--- src/rtl/hazard_pkg.sv ---
// hazard_pkg: shared scoreboard types and constants for the hazard controller
package hazard_pkg;
   localparam int NUM_SB = 3;
   localparam logic [4:0] REG_X0 = 5'd0;
   typedef struct packed {
      logic       valid;
      logic [4:0] rd;
   } sb_entry_t;
   typedef enum logic [1:0] {SB_EX, SB_MEM, SB_WB} sb_stage_e;
endpackage

--- src/rtl/hazard_sb.sv ---
// hazard_sb: EX/MEM/WB write scoreboard with combinational source-hit lookup
module hazard_sb
   import hazard_pkg::*;
#(
   parameter int RF_WRITE_THROUGH = 1
) (
   input  logic       clk,
   input  logic       rst,
   input  logic       advance,
   input  logic       ins_valid,
   input  logic [4:0] ins_rd,
   input  logic [4:0] rs1,
   input  logic [4:0] rs2,
   output logic       rs1_hit,
   output logic       rs2_hit
);
   sb_entry_t sb [NUM_SB];

   always_ff @(posedge clk) begin
      if (rst) sb <= '{default: '0};
      else if (advance) begin
         sb[SB_WB]  <= sb[SB_MEM];
         sb[SB_MEM] <= sb[SB_EX];
         sb[SB_EX]  <= '{valid: ins_valid, rd: ins_rd};
      end
   end

   // With a write-through regfile the WB slot is already visible to ID
   function automatic logic hit(input logic [4:0] rs);
      logic h;
      h = 1'b0;
      for (int i = 0; i < NUM_SB; i++)
         if (i != int'(SB_WB) || RF_WRITE_THROUGH == 0) h = h | (sb[i].valid && sb[i].rd == rs);
      return h && rs != REG_X0;
   endfunction

   assign rs1_hit = hit(rs1);
   assign rs2_hit = hit(rs2);
endmodule

--- src/rtl/hazard_ctrl.sv ---
// hazard_ctrl: RAW stall, redirect flush and memory freeze sequencing for the 5-stage pipe
module hazard_ctrl
   import hazard_pkg::*;
#(
   parameter int RF_WRITE_THROUGH = 1,
   parameter int CNT_W = 32
) (
   input  logic             clk_i,
   input  logic             rst_i,
   input  logic             id_valid_i,
   input  logic [4:0]       id_rs1_addr_i,
   input  logic [4:0]       id_rs2_addr_i,
   input  logic             id_rs1_used_i,
   input  logic             id_rs2_used_i,
   input  logic [4:0]       id_rd_addr_i,
   input  logic             id_rd_wren_i,
   input  logic             ex_redirect_i,
   input  logic             mem_busy_i,
   output logic             pc_en_o,
   output logic             if_id_en_o,
   output logic             if_id_flush_o,
   output logic             id_ex_en_o,
   output logic             id_ex_flush_o,
   output logic             ex_mem_en_o,
   output logic             mem_wb_en_o,
   output logic [CNT_W-1:0] stall_cnt_o,
   output logic [CNT_W-1:0] flush_cnt_o
);
   logic rs1_hit, rs2_hit, hazard, run, stall, issue;

   assign hazard = id_valid_i & ((id_rs1_used_i & rs1_hit) | (id_rs2_used_i & rs2_hit));
   assign run    = ~rst_i & ~mem_busy_i;
   assign stall  = run & hazard & ~ex_redirect_i;
   assign issue  = id_valid_i & ~ex_redirect_i & ~hazard;

   always_comb begin
      pc_en_o       = run & ~stall;
      if_id_en_o    = run & ~stall;
      id_ex_en_o    = run;
      ex_mem_en_o   = run;
      mem_wb_en_o   = run;
      if_id_flush_o = rst_i | (run & ex_redirect_i);
      id_ex_flush_o = rst_i | (run & (ex_redirect_i | hazard));
   end

   hazard_sb #(.RF_WRITE_THROUGH(RF_WRITE_THROUGH)) u_sb (
      .clk       (clk_i),
      .rst       (rst_i),
      .advance   (run),
      .ins_valid (issue & id_rd_wren_i & (id_rd_addr_i != REG_X0)),
      .ins_rd    (id_rd_addr_i),
      .rs1       (id_rs1_addr_i),
      .rs2       (id_rs2_addr_i),
      .rs1_hit   (rs1_hit),
      .rs2_hit   (rs2_hit)
   );

   always_ff @(posedge clk_i) begin
      if (rst_i) begin
         stall_cnt_o <= '0;
         flush_cnt_o <= '0;
      end else begin
         if (stall && stall_cnt_o != '1) stall_cnt_o <= stall_cnt_o + 1'b1;
         if (run && ex_redirect_i && flush_cnt_o != '1) flush_cnt_o <= flush_cnt_o + 1'b1;
      end
   end
endmodule

--- config.mk ---
export PLATFORM = sky130hd
export DESIGN_NAME = hazard_ctrl
export DESIGN_NICKNAME = d
export VERILOG_FILES = /design/src/rtl/hazard_pkg.sv /design/src/rtl/hazard_sb.sv /design/src/rtl/hazard_ctrl.sv
export SDC_FILE = /design/constraint.sdc
export NUM_CORES = 1
export LEC_CHECK = 0
export ABC_CLOCK_PERIOD_IN_PS = 3700
export CORE_ASPECT_RATIO = 2
export CORE_MARGIN = 2
export CORE_UTILIZATION = 40
export DETAILED_ROUTE_END_ITERATION = 12
export GPL_TIMING_DRIVEN = 0
export HOLD_SLACK_MARGIN = 0.1
export PLACE_DENSITY = 0.66
export REMOVE_ABC_BUFFERS = 1
export SLEW_MARGIN = 20
export SYNTH_ARGS = -nofsm -noshare
export SYNTH_HDL_FRONTEND = slang
export SYNTH_SLANG_ARGS = --single-unit
--- constraint.sdc ---
create_clock -name clk_i -period 3.7 [get_ports clk_i]
set_input_delay 0.925 -clock clk_i [delete_from_list [all_inputs] [get_ports clk_i]]
set_output_delay 0.925 -clock clk_i [all_outputs]
set_load 0.005 [all_outputs]
# Word-level counts from Yosys, hierarchy flattened
# Cells that the tools add are included.
# W data, S select, Z words.
[totals] mem_bits_ro=0 ramBits=0 inputBits=23 regBits=76 latch_bits=0 memories=0 out_inout_bits=71
[op_classes] n_lt_le_gt_ge=0 n_addsub=2 n_shift=0 muxes=0 eq_ne=6 reduce_logical=12 n_bitwise=24 mul=0 div_mod_pow=0
[ops] cell="$add A32 B1 Y32 const B" n=2
[ops] cell="$ne A32 B32 Y1 const B" n=2
[ops] cell="$eq A5 B5 Y1" n=4
[ops] cell="$reduce_bool A5 Y1" n=3
[ops] cell="$and A1 B1 Y1" n=13
[ops] cell="$logic_and A1 B1 Y1" n=9
[ops] cell="$or A1 B1 Y1" n=6
[ops] cell="$not A1 Y1" n=5

# Longest topological paths before layout
# Gate-level depths: netlist of run 1.
[logic_depth] depth_word=11 mapped_depth=9 mapped_depth_nobuf=7

# Cells and area by module
# From an unflattened synthesis of run 1, not the netlist that was laid out.
[hier_totals] cells_unflattened=469 area_unflattened_um2=3941.3
[modules_own_cells] mod="hazard_ctrl" area_per_inst_um2=3259.4 cells_per_inst=397 n_inst=1 seq_area_each_um2=1281.2
[modules_own_cells] mod="hazard_sb" area_per_inst_um2=681.9 cells_per_inst=72 n_inst=1 seq_area_each_um2=240.2

# Least setup slack after synthesis of run 1
# Ideal clock, no wire load.
[synth_timing] path_type="input -> output" from="input mem_busy_i" to="output pc_en_o" required_time_ps=2775 arrival_time_ps=2520 path_stages=9 slack_ps=255 path_buffers=4 cell_sequence="buf_2 -> nor2_2 -> nand3_1 -> or2_2 -> o32ai_2 -> buf_2 -> buf_2 -> nor3_1 -> buf_4"
[synth_between] elab_chain_cells=6
[synth_rtl] element="start: declaration" line_no="hazard_ctrl.sv:18" text="input logic mem_busy_i,"
[synth_rtl] element="$not A1 Y1 *" line_no="hazard_ctrl.sv:32" text="assign run = ~rst_i & ~mem_busy_i;"
[synth_rtl] element="$and A1 B1 Y1 *" line_no="hazard_ctrl.sv:32"
[synth_rtl] element="net ex_mem_en_o" line_no="hazard_ctrl.sv:24" text="output logic ex_mem_en_o,"
[synth_rtl] element="$and A1 B1 Y1 (2 in a row)" line_no="hazard_ctrl.sv:33" text="assign stall = run & hazard & ~ex_redirect_i;"
[synth_rtl] element="$not A1 Y1"
[synth_rtl] element="$and A1 B1 Y1 *"
[synth_rtl] element="end: declaration" line_no="hazard_ctrl.sv:19" text="output logic pc_en_o,"
# Mark *: on every way through the listed nets, which the timed path passes. The rest lies on a longest branch.

# Worst setup path after layout of run 1
[layout_timing] from="input rst_i" to="output if_id_en_o"
[layout_between] elab_chain_cells=6
[layout_rtl] element="start: declaration" line_no="hazard_ctrl.sv:9" text="input logic rst_i,"
[layout_rtl] element="$not A1 Y1 *" line_no="hazard_ctrl.sv:32"
[layout_rtl] element="$and A1 B1 Y1 *" line_no="hazard_ctrl.sv:32"
[layout_rtl] element="$and A1 B1 Y1 (2 in a row)" line_no="hazard_ctrl.sv:33"
[layout_rtl] element="$not A1 Y1" line_no="hazard_ctrl.sv:38" text="if_id_en_o = run & ~stall;"
[layout_rtl] element="$and A1 B1 Y1 *" line_no="hazard_ctrl.sv:38"
[layout_rtl] element="end: declaration" line_no="hazard_ctrl.sv:20" text="output logic if_id_en_o,"
# Every way passes the cells marked *; elsewhere a longest branch is shown, timed or not.

==> results of run 1 <==
==> stage by stage <==
stage / total power (µW) / util (%)
6_report: 1950 / 55.2
4_1_cts: 1970 / 54.9
3_3_place_gp: 960 / 50.6
3_5_place_dp: 962 / 51.2
2_1_floorplan: 889 / -
5_1_grt: 2020 / 55.2
==> how the worst min path moves through the flow <==
stage / from / end
4_1_cts: u_sb.sb[17] / u_sb.sb[17]
5_1_grt: flush_cnt_o[31] / flush_cnt_o[31]
2_1_floorplan: u_sb.sb[17] / u_sb.sb[17]
6_report: flush_cnt_o[31] / flush_cnt_o[31]
3_5_place_dp: flush_cnt_o[31] / flush_cnt_o[31]
3_3_place_gp: flush_cnt_o[31] / flush_cnt_o[31]
==> registers in the layout (all words and copies together), names as in the netlist <==
signal and cells:
flush_cnt_o 32, stall_cnt_o 32, u_sb.sb 12
==> area by class of cell <==
type,instances,area (µm²)
clock inverter,7,115
multi-input combinational,379,2510
sequential,76,1520
timing repair buffer,101,1020
tap,135,169
inverter,13,48.8
fill,956,4550
clock buffer,9,225
==> cell families after synthesis <==
kind of cell	share of synthesized area (%)
fa+ha+maj	0.601
xor+xnor	9.88
compound gates	5.56
flops	36.5
buf+inv	4.26
mux	9.88
simple gates	33.3
==> cells in the mapped netlist (all sizes together) <==
cell type	instances	area share, %
a211oi	1	0.18
a21oi	7	0.84
a311oi	3	0.63
a31o	4	0.84
a32oi	2	0.42
a41o	3	0.72
and2	6	0.90
and3	15	2.3
and4	3	0.63
buf	13	1.7
clkbuf	16	1.4
dfxtp	76	37
ha	2	0.60
inv	13	1.2
mux2	25	6.8
mux2i	13	3.1
nand2	25	2.3
nand2b	1	0.15
nand3	26	3.1
nand4	36	5.6
nor2	87	8.0
nor2b	25	3.8
nor3	15	2.4
nor3b	2	0.36
nor4	8	1.7
o2111ai	1	0.21
o21ai	6	0.72
o21bai	1	0.18
o22a	1	0.21
o31a	1	0.21
o32ai	1	0.39
or2	1	0.15
or3	6	1.0
or4	5	1.1
xnor2	14	2.9
xor2	33	6.9
==> where the power goes <==
group | total, µW | leakage (µW) | internal, µW | switching [µW]
clock | 1010 | 0.000161 | 656 | 351
combinational | 111 | 0.00137 | 52.5 | 58.2
sequential | 833 | 0.000613 | 824 | 8.11
==> layer usage <==
metal | global-route usage [%] | share of wire, % | wire length (µm)
met3 | 5.04 | 4.1 | 441
met5 | 0 | 0 | 0
met1 | 19.6 | 38 | 4100
met2 | 37.0 | 56 | 6020
met4 | 6.55 | 1.7 | 184
==> placed cells by master (no fill, tap or decap), drive strengths merged, types with 2 or more instances in the layout <==
cell type / synthesis / final
or4: 5 / 5
nor3: 15 / 15
dfxtp: 76 / 76
dlygate4sd2: 0 / 10
and4: 3 / 3
and2: 6 / 6
clkbuf: 16 / 9
a32oi: 2 / 2
nor3b: 2 / 2
a31o: 4 / 4
bufinv: 0 / 3
o21ai: 6 / 6
nor2b: 25 / 25
nand2: 25 / 25
nand4: 36 / 36
nor2: 87 / 87
nor4: 8 / 8
clkdlybuf4s50: 0 / 78
xor2: 33 / 33
a311oi: 3 / 3
mux2i: 13 / 13
or3: 6 / 6
and3: 15 / 15
clkinv: 0 / 2
xnor2: 14 / 14
inv: 13 / 13
mux2: 25 / 25
dlymetal6s2s: 0 / 3
buf: 13 / 9
clkinvlp: 0 / 2
a21oi: 7 / 7
ha: 2 / 2
a41o: 3 / 3
nand3: 26 / 26
==> repair_timing <==
action,CTS,global route
hold buffers,0,0
pin swaps,7,4
gates resized for setup,17,4
buffers inserted,3,2
setup endpoints to repair,16,3
==> worst max-delay path: stages <==
cell and delay, ps:
buf_4 240, buf_16 260, nor2_4 160, nand3_1 160, or2_2 350, o32ai_4 150
nor3_2 80, dlygate4sd2_1 280
==> impl_metrics.tcl, run 1 <==
set metrics [dict create \
    status "complete, no violations" \
    fp.dieH_um 148 \
    post_drt_wl_per_cell_um 14.9 \
    numPortBuffers 93 \
    finalSetupTns_ps 0 \
    rows 52 \
    diodes 0 \
    place_hpwl_um 7610 \
    grt_max_degree 68 \
    grt_pass1_wl_um 17600 \
    wl_um 10700 \
    cts_root_buf "clkbuf_16" \
    first_pass_iters 4 \
    critPathMaxFanout 67 \
    dpl_cell_area_um2 5200 \
    fin_skew_ps 4.73 \
    syn_area_um2 4170 \
    period_needed_ps 3580 \
    dp_slack_ps -945 \
    dp.cells 699 \
    area_growth_syn_to_layout_pct 34.5 \
    grt_pass1_vias 3677 \
    drive_gt1_share_pct 7.86 \
    clkTransAtPathRegs_ps 60 \
    synth_seq_area_share_pct 36.5 \
    drc 0 \
    crit_type "primary input to primary output" \
    cts.sinks 76 \
    yosysWarnings 0 \
    min_path_type "flop to flop" \
    clkLatencyLatePin_ps 330 \
    p_per_area_nw_per_um2 348 \
    avgViaCountPerCell 5.33 \
    initial_utilization_pct 41.1 \
    ys_seq_elements 76 \
    design_area_um2 5600 \
    fmax_ghz 0.280 \
    setup_viol 0 \
    gp_congestion 0.820 \
    irDropWorstVdd_mv 0.249 \
    cp-endpoint "if_id_en_o" \
    grt_antenna_before_repair 0 \
    rsz0062_at_grt "false" \
    cap_violations 0 \
    crit_start "rst_i" \
    grt_overflow 0 \
    syn_inst 497 \
    final_nets 605 \
    reg2reg_to "stall_cnt_o[9]" \
    dieWidth_um 76.2 \
    hold_violations 0 \
    dieArea_um2 11300 \
    reg2reg_depth 5 \
    endpoint_kind "primary output" \
    crit_required_ps 2770 \
    cts_made_buffers 9 \
    whs_path_depth 1 \
    r2r-start "stall_cnt_o[3]" \
    syn_area_per_cell_um2 8.38 \
    holdWs_ps 503 \
    cts_htree_levels 3 \
    drtIter0Drc 177 \
    start_kind "primary input" \
    pin_count 94 \
    p_leak_uw 0.00215 \
    grt_usage_pct 19.1 \
    worst_ep_arrival_time_ps 2650 \
    rrSetupSlack_ps 820 \
    vias 3841 \
    relSlewSlack_pct 48.1 \
    finalMaxSlewViolations 0 \
    cts_buffer_depth 2 \
    layoutNonFillerInstCount 720 \
    yosysUniqueCellTypes 46 \
    setup_slack_ps 122 \
    ant_nets 0 \
    cts_tree "built" \
    min_period_over_period_pct 96.7 \
    max_slew.worst_pin.slew_ps 778 \
    core_area_um2 10100 \
]
(Power assumes the default switching activity.)
==> run 2, diff against run 1 <==
- GPL_TIMING_DRIVEN: 0 -> default
==> impl_metrics.tcl, run 2 (synthesized netlist as in run 1, its figures left out) <==
set metrics [dict create \
    hold_start "u_sb.sb[17]" \
    max_stage_delay_ps 460 \
    regArea_um2 1520 \
    use_met2_pct 37.5 \
    pin_count 94 \
    cts.sinks 76 \
    drive_gt1_share_pct 9.43 \
    r2r-start "flush_cnt_o[23]" \
    worst_ep_arrival_time_ps 2680 \
    final_nets 615 \
    cts_buffer_depth 2 \
    area_growth_syn_to_layout_pct 34.2 \
    dieWidth_um 76.2 \
    numPortBuffers 93 \
    rows 52 \
    reg2reg_to "flush_cnt_o[10]" \
    initial_utilization_pct 41.1 \
    clkLatencyLatePin_ps 330 \
    rrSetupSlack_ps 1290 \
    finalMaxSlewViolations 0 \
    start_kind "primary input" \
    wl_um 10900 \
    drc 0 \
    grt_usage_pct 19.7 \
    grt_antenna_before_repair 0 \
    worstHoldEndpoint "u_sb.sb[17]" \
    cap_violations 0 \
    crit_required_ps 2770 \
    grt_pass1_wl_um 18000 \
    endpoint_kind "primary output" \
    crit_chain "clkdlybuf4s50_1 -> xor2_1 -> nor4_2 -> a32oi_2 -> o32ai_4 -> nor3_2 -> dlygate4sd2_1" \
    p_per_area_nw_per_um2 315 \
    grt-busiest-layer "met2" \
    drtIter0Drc 214 \
    setup_viol 0 \
    first_pass_iters 5 \
    cts_root_buf "clkbuf_16" \
    crit_start "id_rs1_addr_i[4]" \
    cp_slowest_cell "clkdlybuf4s50_1" \
    grt_overflow 0 \
    fp.dieH_um 148 \
    irDropWorstVdd_mv 0.269 \
    gp_congestion 0.805 \
    p_leak_uw 0.00214 \
    gr-usage-met1_pct 20.8 \
    worstPathBufferInverterCount 2 \
    largestRegisters "flush_cnt_o (32), stall_cnt_o (32), u_sb.sb (12)" \
    status "complete, no violations" \
    ant_nets 0 \
    setup_slack_ps 90.8 \
    hold_violations 0 \
    layoutNonFillerInstCount 729 \
    fill_cells 977 \
    cts_made_buffers 9 \
    grtUsageMet3_pct 3.58 \
    dp_slack_ps -337 \
    crit_type "primary input to primary output" \
    fin_skew_ps 4.36 \
    vias 3848 \
    critPathMaxFanout 3 \
    final_common_cell "clkdlybuf4s50_1" \
    cts_htree_levels 3 \
    diodes 0 \
    dieArea_um2 11300 \
    post_cts_buffers 0 \
    reg2reg_depth 6 \
    final_core_util_pct 55.1 \
    period_needed_ps 3610 \
    critical-path-top-delay-family "buffers and inverters" \
    rsz0062_at_grt "false" \
    grt_pass1_vias 3712 \
    clkTransAtPathRegs_ps 50 \
    multiInputGateArea_um2 2530 \
    cts_tree "built" \
    whs_path_depth 2 \
    min_path_type "flop to flop" \
    post_drt_wl_per_cell_um 14.9 \
    dp.cells 714 \
    max_slew.worst_pin.slew_ps 764 \
    avgViaCountPerCell 5.28 \
    core_area_um2 10100 \
    grt_max_degree 61 \
    final_cell_mix "clkdlybuf4s50_1, nor2_1, dfxtp_1, nand4_1, xor2_1" \
    relSlewSlack_pct 49.0 \
    fmax_ghz 0.277 \
    min_period_over_period_pct 97.5 \
    place_hpwl_um 8050 \
]
run 2: where the power goes:
group | internal [µW] | switching, µW | leakage (µW) | total (µW)
registers | 825 | 9.15 | 0.000613 | 834
clock network | 485 | 319 | 0.000135 | 804
logic | 61.1 | 61.4 | 0.00139 | 122
total | 1370 | 390 | 0.00214 | 1760
run 2: how the worst max path moves through the flow:
stage | endpoint | cells past startpoint
global route | if_id_en_o | 7
detailed placement | id_ex_flush_o | 8
CTS | if_id_en_o | 8
finish | if_id_en_o | 7
global placement | id_ex_flush_o | 8
floorplan | if_id_en_o | 5
run 2: area by class of cell:
| type | count | share of cell area (%) |
|---|---|---|
| repair buffers | 111 | 18.9 |
| clock buffers | 13 | 4.65 |
| inverters | 13 | 0.873 |
| clock inverters | 2 | 0.179 |
| flip-flops and latches | 76 | 27.2 |
| multi-input cells | 379 | 45.2 |
| well taps | 135 | 3.02 |
run 2: per-stage QoR:
step / hold WS [ps] / total power, µW / instance area, µm² / setup TNS, ps
after floorplan: 442 / 889 / 4040 / -303
after global placement: 471 / 968 / 5280 / -757
after detailed placement: 478 / 972 / 5280 / -934
after CTS: 482 / 1780 / 5560 / 0
after global routing: 530 / 1830 / 5590 / 0
final: 484 / 1760 / 5590 / 0
run 2: what timing repair did:
item                                    4_1_cts  5_1_grt
gates resized for setup                      10        5
pin swaps                                     8        3
hold buffers                                  0        0
endpoints found under the setup margin        3        3
run 2: routing by layer:
metal / wire [µm] / vias up
met1: 4250 / 1831
met4: 218 / 0
met3: 343 / 14
li1: - / 1928
met2: 6050 / 75
met5: 0 / -
run 2: worst min-delay path, cell delays in order (launching register included):
cell and delay (ps):
dfxtp_1 330, nand2_1 60, a21oi_1 50
==> run 3, diff against run 2 <==
- HOLD_SLACK_MARGIN: 0.1 -> default
==> results of run 3 <==
Same layout as run 2: the final DEF is identical, and so are final timing and power.
